### src/rtl/uart_pkg.sv
// Shared definitions for the UART frame transmitter: baud default, frame layout, FSM encodings.
// Latency: n/a (types and constants only).
// Backpressure: n/a.
package uart_pkg;

  // 50 MHz core clock / 9600 baud.
  localparam int DEFAULT_CLKS_PER_BIT = 5208;

  // Characters per response frame (address, command, value).
  localparam int BYTES_PER_FRAME = 3;

  // Data bits per 8N1 character.
  localparam int BITS_PER_CHAR = 8;

  // Frame field positions, most-significant byte goes out first.
  localparam int ADDR_MSB = 23;
  localparam int CMD_MSB  = 15;
  localparam int VAL_MSB  = 7;

  // Character serialiser states.
  typedef enum logic [1:0] {
    IDLE,
    START_BIT,
    DATA_BITS,
    STOP_BIT
  } state_e;

  // Frame sequencer states; DONE is the single-cycle completion state.
  typedef enum logic [1:0] {
    FRAME_IDLE,
    FRAME_SEND,
    FRAME_DONE
  } frame_state_e;

endpackage

### src/rtl/uart_tx_byte.sv
// Single-character 8N1 serialiser (start bit, 8 data bits LSB first, stop bit) with its own baud counter.
// Latency: tx reflects a character one cycle after byte_valid is taken; a character lasts 10*CLKS_PER_BIT cycles.
// Backpressure: byte_valid is taken only when idle or in the last stop-bit cycle (byte_done), giving gapless chaining.
module uart_tx_byte
  import uart_pkg::*;
#(
  parameter int CLKS_PER_BIT = DEFAULT_CLKS_PER_BIT
) (
  input  logic       clk,
  input  logic       rst_n,
  input  logic       byte_valid,
  input  logic [7:0] byte_dat,
  output logic       byte_done,
  output logic       tx
);

  localparam int CW = $clog2(CLKS_PER_BIT);
  localparam logic [CW-1:0] CNT_LAST = CW'(CLKS_PER_BIT - 1);

  state_e      state_q, state_d;
  logic [CW-1:0] cnt_q, cnt_d;
  logic [2:0]  bit_q, bit_d;
  logic [7:0]  byte_q, byte_d;
  logic        tx_d;
  logic        tick;

  assign tick = (cnt_q == CNT_LAST);

  // State, baud counter, bit index, character and line register.
  always_ff @(posedge clk or negedge rst_n) begin
    if (!rst_n) begin
      state_q <= IDLE;
      cnt_q   <= '0;
      bit_q   <= '0;
      byte_q  <= '0;
      tx      <= 1'b1;
    end else begin
      state_q <= state_d;
      cnt_q   <= cnt_d;
      bit_q   <= bit_d;
      byte_q  <= byte_d;
      tx      <= tx_d;
    end
  end

  // Next-state, counter sequencing and the line level for the current bit.
  always_comb begin
    state_d   = state_q;
    cnt_d     = cnt_q;
    bit_d     = bit_q;
    byte_d    = byte_q;
    byte_done = 1'b0;
    tx_d      = 1'b1;

    case (state_q)
      IDLE: begin
        cnt_d = '0;
        bit_d = '0;
        if (byte_valid) begin
          byte_d  = byte_dat;
          state_d = START_BIT;
        end
      end

      START_BIT: begin
        tx_d = 1'b0;
        if (tick) begin
          cnt_d   = '0;
          bit_d   = '0;
          state_d = DATA_BITS;
        end else begin
          cnt_d = cnt_q + 1'b1;
        end
      end

      DATA_BITS: begin
        tx_d = byte_q[bit_q];
        if (tick) begin
          cnt_d = '0;
          if (bit_q == 3'(BITS_PER_CHAR - 1)) begin
            state_d = STOP_BIT;
          end else begin
            bit_d = bit_q + 1'b1;
          end
        end else begin
          cnt_d = cnt_q + 1'b1;
        end
      end

      STOP_BIT: begin
        tx_d = 1'b1;
        if (tick) begin
          cnt_d     = '0;
          byte_done = 1'b1;
          // A character offered in the last stop cycle starts with no idle gap.
          if (byte_valid) begin
            byte_d  = byte_dat;
            state_d = START_BIT;
          end else begin
            state_d = IDLE;
          end
        end else begin
          cnt_d = cnt_q + 1'b1;
        end
      end

      default: begin
        state_d = IDLE;
        cnt_d   = '0;
        bit_d   = '0;
      end
    endcase
  end

endmodule

### src/rtl/uart_tx_frame.sv
// Serialises a multi-byte response frame as back-to-back 8N1 characters, MSB byte first, with wait/done handshake.
// Latency: tx low and wait high one cycle after acceptance; done pulses 30*CLKS_PER_BIT+1 cycles after acceptance.
// Backpressure: start_transmitter is only sampled in idle; wait_transmitter high means busy, requests are ignored.
module uart_tx_frame
  import uart_pkg::*;
#(
  parameter int CLKS_PER_BIT    = DEFAULT_CLKS_PER_BIT,
  parameter int BYTES_PER_FRAME = uart_pkg::BYTES_PER_FRAME
) (
  input  logic                         clk,
  input  logic                         rst_n,
  input  logic                         start_transmitter,
  input  logic [8*BYTES_PER_FRAME-1:0] data_transmitter,
  output logic                         tx,
  output logic                         wait_transmitter,
  output logic                         done_transmittion
);

  localparam int FRAME_W = 8 * BYTES_PER_FRAME;
  localparam int IDXW    = (BYTES_PER_FRAME > 1) ? $clog2(BYTES_PER_FRAME) : 1;
  localparam logic [IDXW-1:0] IDX_LAST = IDXW'(BYTES_PER_FRAME - 1);

  frame_state_e       fstate_q, fstate_d;
  logic [FRAME_W-1:0] shift_q, shift_d;
  logic [IDXW-1:0]    idx_q, idx_d;
  logic               byte_valid;
  logic [7:0]         byte_dat;
  logic               byte_done;
  logic               wait_d;
  logic               done_d;

  // Sequencer state, remaining-bytes shift register, byte index and handshake outputs.
  always_ff @(posedge clk or negedge rst_n) begin
    if (!rst_n) begin
      fstate_q          <= FRAME_IDLE;
      shift_q           <= '0;
      idx_q             <= '0;
      wait_transmitter  <= 1'b0;
      done_transmittion <= 1'b0;
    end else begin
      fstate_q          <= fstate_d;
      shift_q           <= shift_d;
      idx_q             <= idx_d;
      wait_transmitter  <= wait_d;
      done_transmittion <= done_d;
    end
  end

  // Byte sequencing: first byte comes straight from the input on acceptance, the rest from the shift register.
  always_comb begin
    fstate_d   = fstate_q;
    shift_d    = shift_q;
    idx_d      = idx_q;
    byte_valid = 1'b0;
    byte_dat   = shift_q[FRAME_W-1 -: 8];
    wait_d     = (fstate_q == FRAME_SEND);
    done_d     = (fstate_q == FRAME_DONE);

    case (fstate_q)
      FRAME_IDLE: begin
        if (start_transmitter) begin
          byte_valid = 1'b1;
          byte_dat   = data_transmitter[FRAME_W-1 -: 8];
          shift_d    = data_transmitter << 8;
          idx_d      = '0;
          fstate_d   = FRAME_SEND;
        end
      end

      FRAME_SEND: begin
        if (byte_done) begin
          if (idx_q == IDX_LAST) begin
            fstate_d = FRAME_DONE;
          end else begin
            byte_valid = 1'b1;
            shift_d    = shift_q << 8;
            idx_d      = idx_q + 1'b1;
          end
        end
      end

      // Completion cycle: start_transmitter is deliberately ignored here.
      FRAME_DONE: begin
        fstate_d = FRAME_IDLE;
      end

      default: begin
        fstate_d = FRAME_IDLE;
      end
    endcase
  end

  uart_tx_byte #(
    .CLKS_PER_BIT (CLKS_PER_BIT)
  ) u_tx_byte (
    .clk        (clk),
    .rst_n      (rst_n),
    .byte_valid (byte_valid),
    .byte_dat   (byte_dat),
    .byte_done  (byte_done),
    .tx         (tx)
  );

endmodule
### config.mk
export PLATFORM = sky130hd
export DESIGN_NAME = uart_tx_frame
export DESIGN_NICKNAME = d
export VERILOG_FILES = /design/src/rtl/uart_pkg.sv /design/src/rtl/uart_tx_byte.sv /design/src/rtl/uart_tx_frame.sv
export SDC_FILE = /design/constraint.sdc
export NUM_CORES = 1
export LEC_CHECK = 0
export CAP_MARGIN = 20
export CORE_MARGIN = 2
export CORE_UTILIZATION = 45
export CTS_BUF_LIST = sky130_fd_sc_hd__clkbuf_16
export DETAILED_ROUTE_END_ITERATION = 6
export GPL_TIMING_DRIVEN = 0
export PLACE_DENSITY = 0.65
export SYNTH_ARGS = -nofsm -noshare
export SYNTH_HDL_FRONTEND = slang
export SYNTH_SLANG_ARGS = --single-unit
### constraint.sdc
create_clock -name clk -period 3.4 [get_ports clk]
set_input_delay 0.34 -clock clk [delete_from_list [all_inputs] [get_ports clk]]
set_output_delay 0.34 -clock clk [all_outputs]
set_load 0.05 [all_outputs]
Word-level counts from Yosys, hierarchy flattened
Cells that the tools add are included.

cells by class
  bitwise operators = 0
  add/subtract/negate cells = 3
  multipliers = 0
  equality and inequality tests = 18
  divide/modulo/power cells = 0
  reductions and logical operators = 11
  shifts and indexed selects = 0
  mux-type cells = 39
  order comparisons = 1

operators by type and width
  cell                   number
  $mux 24                3
  $pmux 24 s2            1
  $mux 8                 4
  $pmux 13 s2            1
  $mux 2                 11
  $pmux 8 s2             1
  $add 13x1->13 const B  1
  $eq 13x13->1 const B   1
  $mux 13                1
  $ne 2x1->1 const B     5
  $ne 2x2->1 const B     5
  $mux 3                 3
  $pmux 3 s3             1
  $eq 2x2->1 const B     4
  $pmux 2 s2             2
  $pmux 2 s4             1
  $reduce_and 4->1       2
  $mux 1                 7
  $reduce_and 5->1       1
  $eq 2x1->1 const B     2
  $logic_not 2->1        2
  $lt 3x4->1 const B     1
  $pmux 1 s2             2
  $reduce_bool 2->1      2
  8 further kinds        8

storage, ports and cells
  input port bits = 27
  latch bits = 0
  RAM bits = 0
  register bits after elaboration = 57
  ROM bits = 0
  output and inout port bits = 3
  memories kept = 0
  word-level logic and storage cells = 82

Depth between registers and ports, before layout
  word-level depth = 8
  mapped depth = 9
  gate-level depth less buffers = 7

By module
Synthesis repeated with hierarchy kept, for this count alone.

unflattened totals
  cell total of the unflattened synthesis = 204
  area total of the unflattened synthesis = 2,583.7 um^2

modules (own cells, without submodules)
  module         instances  cells an instance  sequential area each (um^2)  area an instance (um^2)
  uart_tx_byte   1          122                676.9                        1,415.1
  uart_tx_frame  1          82                 550.5                        1,168.6

Worst setup path before layout
Ideal clock, no wire load.

  path type = register to register
  from = register u_tx_byte.state_q[1]
  to = register shift_q[21]
  cell stages (with the launch flop) = 9
  library setup time = 0.081 ns
  slack = 1.454 ns
  data required time = 3.319 ns
  data arrival time = 1.864 ns
  clock period less this slack = 1.946 ns
  path buffers = 2
  path through = dfrtp_1 > ha_1 > or4bb_1 > nor4_4 > or2_1 > buf_6 > buf_12 > nor2_1 > a31oi_2

between the ends
  cells in the longest elaborated chain, start to end = 4

RTL lines
  what                               RTL line             RTL
  from (decl)                        uart_tx_byte.sv:20   state_e state_q, state_d;
  from (signal assigned)             uart_tx_byte.sv:38   state_q <= state_d;
  $eq 2x2->1                         uart_tx_byte.sv:55   case (state_q)
  $mux 1                             uart_tx_byte.sv:55
  $ne 2x2->1 (no source line)        -
  $reduce_and 4->1 (no source line)  -
  to (signal assigned)               uart_tx_frame.sv:42  shift_q <= shift_d;
  to (decl)                          uart_tx_frame.sv:24  logic [FRAME_W-1:0] shift_q, shift_d;

Every way passes these cells.
A chain may end at the register's enable or synchronous reset.

Worst setup path in the final report
  from = register u_tx_byte.state_q[1]
  to = register u_tx_byte.byte_q[7]

between the ends
  cells in the longest elaborated chain, start to end = 7
  elaborated cells between the ends (all ways) = 11
  classes of those cells = eq/ne (2); mux (6); reduce/logical (3)

RTL lines
  what                  RTL line             RTL
  $eq 2x2->1            uart_tx_byte.sv:55
  $mux 1                uart_tx_byte.sv:55
  $mux 1                uart_tx_frame.sv:71  if (byte_done) begin
  $pmux 1 s2            uart_tx_frame.sv:59  case (fstate_q)
  $mux 8 (2 in series)  -
  $pmux 8 s2            uart_tx_byte.sv:55
  to (signal assigned)  uart_tx_byte.sv:41   byte_q <= byte_d;
  to (decl)             uart_tx_byte.sv:23   logic [7:0] byte_q, byte_d;

Parallel ways exist; a longest one is shown, timed or not. The select of a mux whose other input is x is not followed.

==> results.yml <==
clocking:
  tritoncts: "yes"
  clock_sinks: 49
  clock_latency_ns: 0.29
  clkTransAtPathRegs_ns: 0.07
  ctsResizeCount: 0
  cts-root-buf: "clkbuf_16"
  cts_buffers: 5
  hold_buffers: 0
  cts_max_level: 2
  post_cts_buffers: 0
  clockBufferDepth: 2
synth:
  syn_nets: 293
  synth_seq_area_share_pct: 49.1
  synth_cells: 256
  async_flop_share_pct: 100
  synth.distinct_cells: 49
  avgSynthCellArea_sq_um: 9.76
  synth-edff-count: 0
  ys_dominant_reg_cell: "dfrtp_1"
  ys_ff_latch: 49
  yosysWarnings: 0
  synth.cell_area_sq_um: 2500
floorplan:
  floorplan.rows: 27
  fp.dieH_um: 78.5
  ios: 30
  fp.dieW_um: 78.5
  core_sq_um: 5440
  dieArea_sq_um: 6160
  start_util_pct: 45.9
layout:
  antennaDiodeCount: 0
  layout_commonest_cell: "nand2_1"
  syn_to_final_growth_pct: 21.6
  layout-drive-gt1-share_pct: 10.2
  nets: 330
  final_cell_mix: "nand2_1 (60), dfrtp_1 (48), nor2_1 (35)"
  nFillCells: 500
route:
  first_pass_iters: 4
  first_iter_violations: 87
  detail-route-antenna-nets: 0
  vias_per_cell: 5.11
  wire_per_inst_um: 13.2
  drc: 0
  wl_um: 4830
  vias: 1871
worst_setup_path:
  crit_slowest_cell: "or4bb_1"
  worstSetupPathType: "flip-flop to flip-flop"
  cpPeakStageDelay_ns: 0.54
  path_max_fanout: 10
  crit_chain: "ha_1 > or4bb_1 > nor4_4 > o22a_2 > buf_8 > nor2_1 > a31oi_1"
  crit_end: "u_tx_byte.byte_q[7]$_DFFE_PN0P_"
  critPathTopFamily: "simple AND/OR/NAND/NOR gates"
  crit_start: "u_tx_byte.state_q[1]$_DFFE_PN0P_"
  end_kind: "flip-flop"
  worstPathRequired_ns: 3.61
  critPathBufInv: 1
  rrSetupSlack_ns: 1.22
  path_depth: 7
  reg2regPathDepth: 7
  r2r-end: "u_tx_byte.byte_q[7]$_DFFE_PN0P_"
  worstPathArrival_ns: 2.39
  startpoint_type: "flip-flop"
  reg2reg_from: "u_tx_byte.state_q[1]$_DFFE_PN0P_"
placement:
  gp_congestion: 0.746
  io_buffers: 29
  place_ws_ns: 1.21
  hpwl_um: 3480
sta:
  final_max_slew_viol_count: 0
  timing.final.crit_share_pct: 64.2
  hold_viol: 2
  worst_pin_slew_ns: 0.599
  slew_headroom_pct: 59.9
  fin_ws_ns: 1.22
  period_needed_ns: 2.18
  hold_slack_ns: -0.00122
  setup_viol: 0
  rsz0062_at_grt: "no"
  fin_skew_ns: 0.00671
  clock.fmax_mhz: 458
  finalSetupTns_ns: 0
run_status:
  outcome: "finished with violations"
  violations: "hold timing"
power_and_ir_drop:
  powerDensity_nw_per_um2: 384
  leakagePower_nw: 1.30
  ir_worst_vdd_mv: 0.256
grt:
  grt-ovfl-total: 0
  grt_usage_pct: 17.9
  grt_pass1_wl_um: 8740
  first_global_vias: 1871
  antenna_found_initial: 0
  grt_max_degree: 31
min_path:
  hp-class: "input pin to asynchronous set/reset pin"
job:
  cap_violations: 0
[where the power goes]
| group | internal, mW | switching (mW) |
|---|---|---|
| clock network | 0.270 | 0.217 |
| registers | 0.600 | 0.00829 |
| logic | 0.0404 | 0.0304 |
[sequential cells by signal, indices dropped and copies added, names as in the netlist]
register	count
done_transmittion	1
wait_transmitter	1
u_tx_byte.byte_q	8
fstate_q	2
shift_q	16
u_tx_byte.tx	1
u_tx_byte.cnt_q	13
idx_q	2
u_tx_byte.state_q	2
u_tx_byte.bit_q	3
[worst register-to-register path: stages, from the launching register on]
cell and delay (ns):
dfrtp_1 0.44, ha_1 0.27, or4bb_1 0.54, nor4_4 0.23, o22a_2 0.29, buf_8 0.15, nor2_1 0.05, a31oi_1 0.14
[layer usage]
metal  vias to the layer above  track usage (%)  share of wire, %
met5                         -                0                 0
met4                         0             5.79               1.6
met3                         6             4.02               2.5
met2                        20             28.2                44
met1                       891             24.7                52
li1                        954                -                 -
[kinds of logic (layout without fill, tap and decap cells)]
| kind of cell | after synthesis | count (layout) | synth area share, % |
|---|---|---|---|
| simple gates | 135 | 135 | 26.1 |
| flops | 49 | 49 | 49.1 |
| compound gates | 28 | 28 | 8.07 |
| buf+inv | 17 | 55 | 4.36 |
| fa+ha+maj | 10 | 10 | 5.01 |
| xor+xnor | 10 | 10 | 3.51 |
| mux | 7 | 7 | 3.86 |
[cells in the mapped netlist (3+ instances only)]
cell       n  share of area (%)
a31oi_1   14                3.5
xor2_1     5                1.8
inv_1      7                1.1
nand3_1   15                3.0
xnor2_1    5                1.8
mux2i_1    4                1.6
clkbuf_1   4               0.60
nor2_1    35                5.3
ha_1      10                5.0
dfrtp_1   48                 48
nand2_1   60                9.0
nand4_1    3               0.75
a21oi_1    3               0.60
[worst min-delay path by stage]
stage,from,slack (ns),depth (start not counted),endpoint
global placement,shift_q[9]$_DFFE_PN0P_,0.45,2,shift_q[9]$_DFFE_PN0P_
global route,rst_n,0.03,1,u_tx_byte.cnt_q[1]$_DFF_PN0_
finish,rst_n,-0.001,1,wait_transmitter$_DFF_PN0_
floorplan,rst_n,0.04,0,done_transmittion$_DFF_PN0_
detailed placement,rst_n,0.32,1,u_tx_byte.cnt_q[1]$_DFF_PN0_
CTS,rst_n,0.01,1,wait_transmitter$_DFF_PN0_
[through the flow]
step | power [mW] | cell area (sq um) | cells | utilization (%)
6_report | 1.17 | 3040 | 366 | 55.8
5_1_grt | 1.21 | 3040 | 366 | 55.8
3_3_place_gp | 0.688 | 2880 | 357 | 52.9
3_5_place_dp | 0.691 | 2890 | 358 | 53.2
2_1_floorplan | 0.640 | 2500 | 256 | -
4_1_cts | 1.18 | 3040 | 366 | 55.8
[cell type report]
cell class	count	area [sq um]	area share, %
plain buffers	9	78.8	2.60
flip-flops and latches	49	1230	40.4
clock buffers	5	125	4.12
well taps	72	90.1	2.97
inverters	8	30.0	0.989
clock inverters	3	18.8	0.618
repair buffers	30	305	10.1
multi-input cells	190	1160	38.2
Note: power is estimated with default switching activity, not from simulation.
==> edit 1: new RTL, config.mk and constraints unchanged <==
The package constant `DEFAULT_CLKS_PER_BIT` goes from 5208 to 10416.
--- a/src/rtl/uart_pkg.sv
+++ b/src/rtl/uart_pkg.sv
@@ -6,3 +6,3 @@
   // 50 MHz core clock / 9600 baud.
-  localparam int DEFAULT_CLKS_PER_BIT = 5208;
+  localparam int DEFAULT_CLKS_PER_BIT = 10416;
 
Check against the original RTL: same outputs for any inputs over 10 cycles, from zero or initial values and one cycle with rst_n low; that may be too few to reach the edited logic, so the function may still have changed.
==> edit 1 against the original RTL <==
Worst setup slack got worse by 0.22 ns. Synthesized area rose by 1.2%. Critical endpoint is now u_tx_byte.byte_q[0]. Final area rose by 1.1%. Clock skew fell by 0.0012 ns. Wire length fell by 2.0%. Sequential cell count rose by 1. Power fell by 0.56%. Clock power fell by 4.1%. Synthesized cell count fell by 5.9%. Die area rose by 1.1%. Sequential power rose by 3%.
==> edit 1: results (changes against the original RTL) <==
syn_nets: 278  # -5.1%
grtUsageTotal: 0.169  # -0.0101
crit_arrival_ns: 2.55  # +0.16 ns
p_leak_nw: 1.37  # +4.9%
ys_seq_area_frac: 0.496  # +0.00406
place.gp.congestion: 0.757  # +1.4%
synth.area.top_cells: "dfrtp_1 49%, nand2_1 5.6%, ha_1 5.0%"
finalClockSkew_ns: 0.00547  # -0.00124 ns
cp_max_fo: 8  # -2
fin_crit_sh: 0.705  # +0.0636
seq_share: 0.408  # +0.00370
grt_max_degree: 40  # +29%
irDropWorstVdd_v: 0.000193  # -25%
clock_cell_area_share: 0.0448  # -0.00256
yosys-top-cells-count: "49 x dfrtp_1, 38 x nand2_1, 16 x nor2_1"
drive_gt1_frac: 0.0821  # -0.0199
cp-startpoint: "u_tx_byte.cnt_q[8]"
first_global_vias: 1829  # -2.2%
nets: 316  # -4.2%
yosys_register_bits: 50  # +2.0%
dp_cells: 343  # -4.2%
slowest_delay_ns: 0.57  # +0.03 ns
slowest_stage: "or4b_4"
final_cell_area_mm2: 0.00307  # +1.1%
dp_hpwl_mm: 3.47  # -0.24%
hold_viol_final: 0  # -2
path_delay_family: "simple AND/OR/NAND/NOR gates"
synth_area_per_cell_um2: 10.5  # +7.5%
worstMarginPinSlew_ns: 0.674  # +0.0752 ns
dpl_cell_area_mm2: 0.00292  # +1.0%
die-area_mm2: 0.00623  # +1.1%
signal_buffers: 42  # +7.7%
wire_per_inst_um: 13.5  # +1.9%
hold_class: "flop to flop"
status: "complete, no violations"
ys_types: 47  # -4.1%
holdPathEnd: "u_tx_byte.cnt_q[0]"
buffer_area_frac: 0.121  # -0.00587
multi_input_area_share: 0.390  # +0.00761
inverters: 6  # -2
multi_input_gates: 174  # -8.4%
num-fill-cells: 526  # +5.2%
layout.cells.non_filler: 352  # -3.8%
grt_pass1_wl_mm: 8.43  # -3.6%
endpoint_kind: "flop"
worst_hold_slack_ns: 0.456  # +0.457 ns
viasPerCell: 5.13  # +0.42%
-- edit 1: logic make-up after synthesis --
kind of cell / Yosys count / share of synthesized area
and+or+nand+nor: 98 / 0.203
DFF: 50 / 0.496
AOI/OAI and AO/OA: 41 / 0.116
buffers and inverters: 17 / 0.0307
muxes: 14 / 0.0673
xor gates and xnor gates: 11 / 0.0381
adders and majority gates: 10 / 0.0495
-- edit 1: what timing repair did --
| item | CTS | global route |
|---|---|---|
| gates resized for setup | 0 | 0 |
| hold buffers | 1 | 0 |
| endpoints found under the hold margin | 11 | 0 |
| endpoints found under the setup margin | 0 | 0 |
-- edit 1: routing by layer --
metal,global-route usage,vias up,routed length (um)
met2,0.262,29,2130
met1,0.245,845,2390
met5,0,-,0
met3,0.0341,5,175
met4,0.0466,0,43
li1,-,928,-
-- edit 1: report_power, final --
part / total, mW / switching (mW) / internal (mW)
sequential: 0.625 / 0.0110 / 0.614
clock: 0.467 / 0.201 / 0.266
combinational: 0.0667 / 0.0254 / 0.0413
total: 1.16 / 0.237 / 0.922
==> edit 2: new RTL, same flow settings <==
Made on the original files. Make the reset (`rst_n`) synchronous in 2 clocked blocks.
--- a/src/rtl/uart_tx_byte.sv
+++ b/src/rtl/uart_tx_byte.sv
@@ -29,3 +29,3 @@
   // State, baud counter, bit index, character and line register.
-  always_ff @(posedge clk or negedge rst_n) begin
+  always_ff @(posedge clk) begin
     if (!rst_n) begin
--- a/src/rtl/uart_tx_frame.sv
+++ b/src/rtl/uart_tx_frame.sv
@@ -32,3 +32,3 @@
   // Sequencer state, remaining-bytes shift register, byte index and handshake outputs.
-  always_ff @(posedge clk or negedge rst_n) begin
+  always_ff @(posedge clk) begin
     if (!rst_n) begin
Behaviour: differs if rst_n is asserted again (counterexample within 4 cycles, from zero or initial values and one cycle with rst_n low); with rst_n held inactive, the same outputs for 10 cycles.
==> edit 2 against the original RTL <==
Worst setup slack improved by 0.087 ns. Non-clock buffer count grew 2. Wire length is 1.3% lower. Global-route usage is 0.12 points lower. Synthesized cell count shrank 3.5%. Maximum frequency up 4.1%. Critical path depth stayed put. Highest routed layer unchanged. Final area decreased by 5.8%. Sequential cell count unchanged. Final cell count down 3.3%. Clock skew shrank 0.00088 ns. Synthesized area shrank 7.3%.
Power is not compared: it rests on default switching activity, and its combinational part moved more than twofold at a synthesized area within 25%.
==> edit 2: results (changes against the original RTL) <==
use_met3: 0.0357  # -0.00452
numCtsBuffers: 5  # unchanged
grtUsageTotal: 0.178  # -0.00117
p_leak_nw: 1.09
reg_top3: "shift_q x16, u_tx_byte.cnt_q x13, u_tx_byte.byte_q x8"
async_reset_ff_frac: 0  # -1.00
dr.pass1.iters: 4  # unchanged
dp_hpwl_mm: 3.49  # +0.43%
syn_nets: 283  # -3.4%
cp_max_fo: 10  # unchanged
irDropWorstVdd_v: 0.000319
viasPerCell: 5.21  # +2.0%
nets: 319  # -3.3%
worstMarginPinSlew_ns: 0.725  # +0.126 ns
path_clk_slew_ns: 0.07  # about the same
grt_util_met1: 0.246  # -0.000866
crit_arrival_ns: 2.30  # -0.09 ns
ctsResizeCount: 0  # unchanged
clk_path_buf_depth: 2  # unchanged
yosys_warnings: 0  # unchanged
dpl_cell_area_mm2: 0.00269  # -6.9%
grt_pass1_wl_mm: 7.84  # -10%
ys_seq_area_frac: 0.424  # -0.0677
cts-root-buf: "clkbuf_16"
io_buffers: 29  # unchanged
htree_levels: 2  # unchanged
drt_wl_total_mm: 4.77  # -1.3%
cts_setup_buffers: 0  # unchanged
grt_max_degree: 16  # -48%
n_antenna_cell: 0  # unchanged
status: "complete, no violations"
grtUsageMet2: 0.280  # -0.00170
first_global_vias: 1712  # -8.5%
finalClockSkew_ns: 0.00583  # -0.000883 ns
clock_latency_ns: 0.29  # about the same
drive_gt1_frac: 0.109  # +0.00711
drt_iter0_markers: 96  # +10%
hold_class: "flop to flop"
yosys-top-cells-count: "49 x dfxtp_1, 44 x nor2_1, 27 x nand2_1"
place.gp.congestion: 0.846  # +13%
ys_types: 43  # -12%
synth.area.top_cells: "dfxtp_1 42%, nor2_1 7.1%, ha_1 4.9%"
antenna_found_initial: 0  # unchanged
[edit 2: path summary, 6_finish.rpt]
check,startpoint,end,slack (ns),depth (start not counted)
setup / recovery,u_tx_byte.cnt_q[0],u_tx_byte.byte_q[5],1.31,7
setup reg to reg,u_tx_byte.cnt_q[0],u_tx_byte.byte_q[5],1.31,7
hold reg to reg,idx_q[1],idx_q[1],0.46,2
hold / removal,idx_q[1],idx_q[1],0.46,2
[edit 2: worst max-delay path, cell delays in order (launching register included)]
cell and delay (ns):
dfxtp_1 0.38, ha_1 0.28, nor4b_4 0.37, nand4_4 0.20, a21oi_4 0.31, buf_6 0.18, nor2_1 0.05, a311oi_2 0.23
[edit 2: report_power, final]
part           internal (mW)  leakage (nW)  switching, mW
logic                  0.203         0.606          0.251
clock network          0.346        0.0852          0.209
registers              0.636         0.400         0.0444
total                   1.18          1.09          0.504
[edit 2: layout make-up]
cell class                      count  area [um^2]
Fill cell                         470         2180
Multi-Input combinational cell    180         1230
Sequential cell                    49          981
Timing Repair Buffer               29          290
Clock buffer                        5          125
Tap cell                           70         87.6
Buffer                             12         82.6
Clock inverter                      3         42.5
Inverter                            6         22.5
[edit 2: logic make-up after synthesis]
group | count (synthesis) | synth area share
adder cells (fa/ha/maj) | 9 | 0.0486
multiplexers | 12 | 0.0632
AND/OR/NAND/NOR | 106 | 0.237
AO/OA/AOI/OAI | 44 | 0.148
buffers and inverters | 18 | 0.0454
flip-flops | 49 | 0.424
XOR/XNOR | 9 | 0.0341
[edit 2: through the flow]
stage,hold WS [ns],total power [mW],instances,utilization,setup slack [ns]
floorplan,0.402,1.02,247,-,1.57
global placement,0.444,1.14,346,0.534,1.30
detailed placement,0.451,1.14,346,0.534,1.25
CTS,0.460,1.70,354,0.567,1.27
global route,0.481,1.79,354,0.567,1.12
finish,0.460,1.69,354,0.567,1.31
[edit 2: metal layers]
layer / vias up / share of wire
li1: 949 / -
met1: 862 / 0.50
met2: 27 / 0.46
met3: 7 / 0.029
met4: 0 / 0.012
met5: - / 0
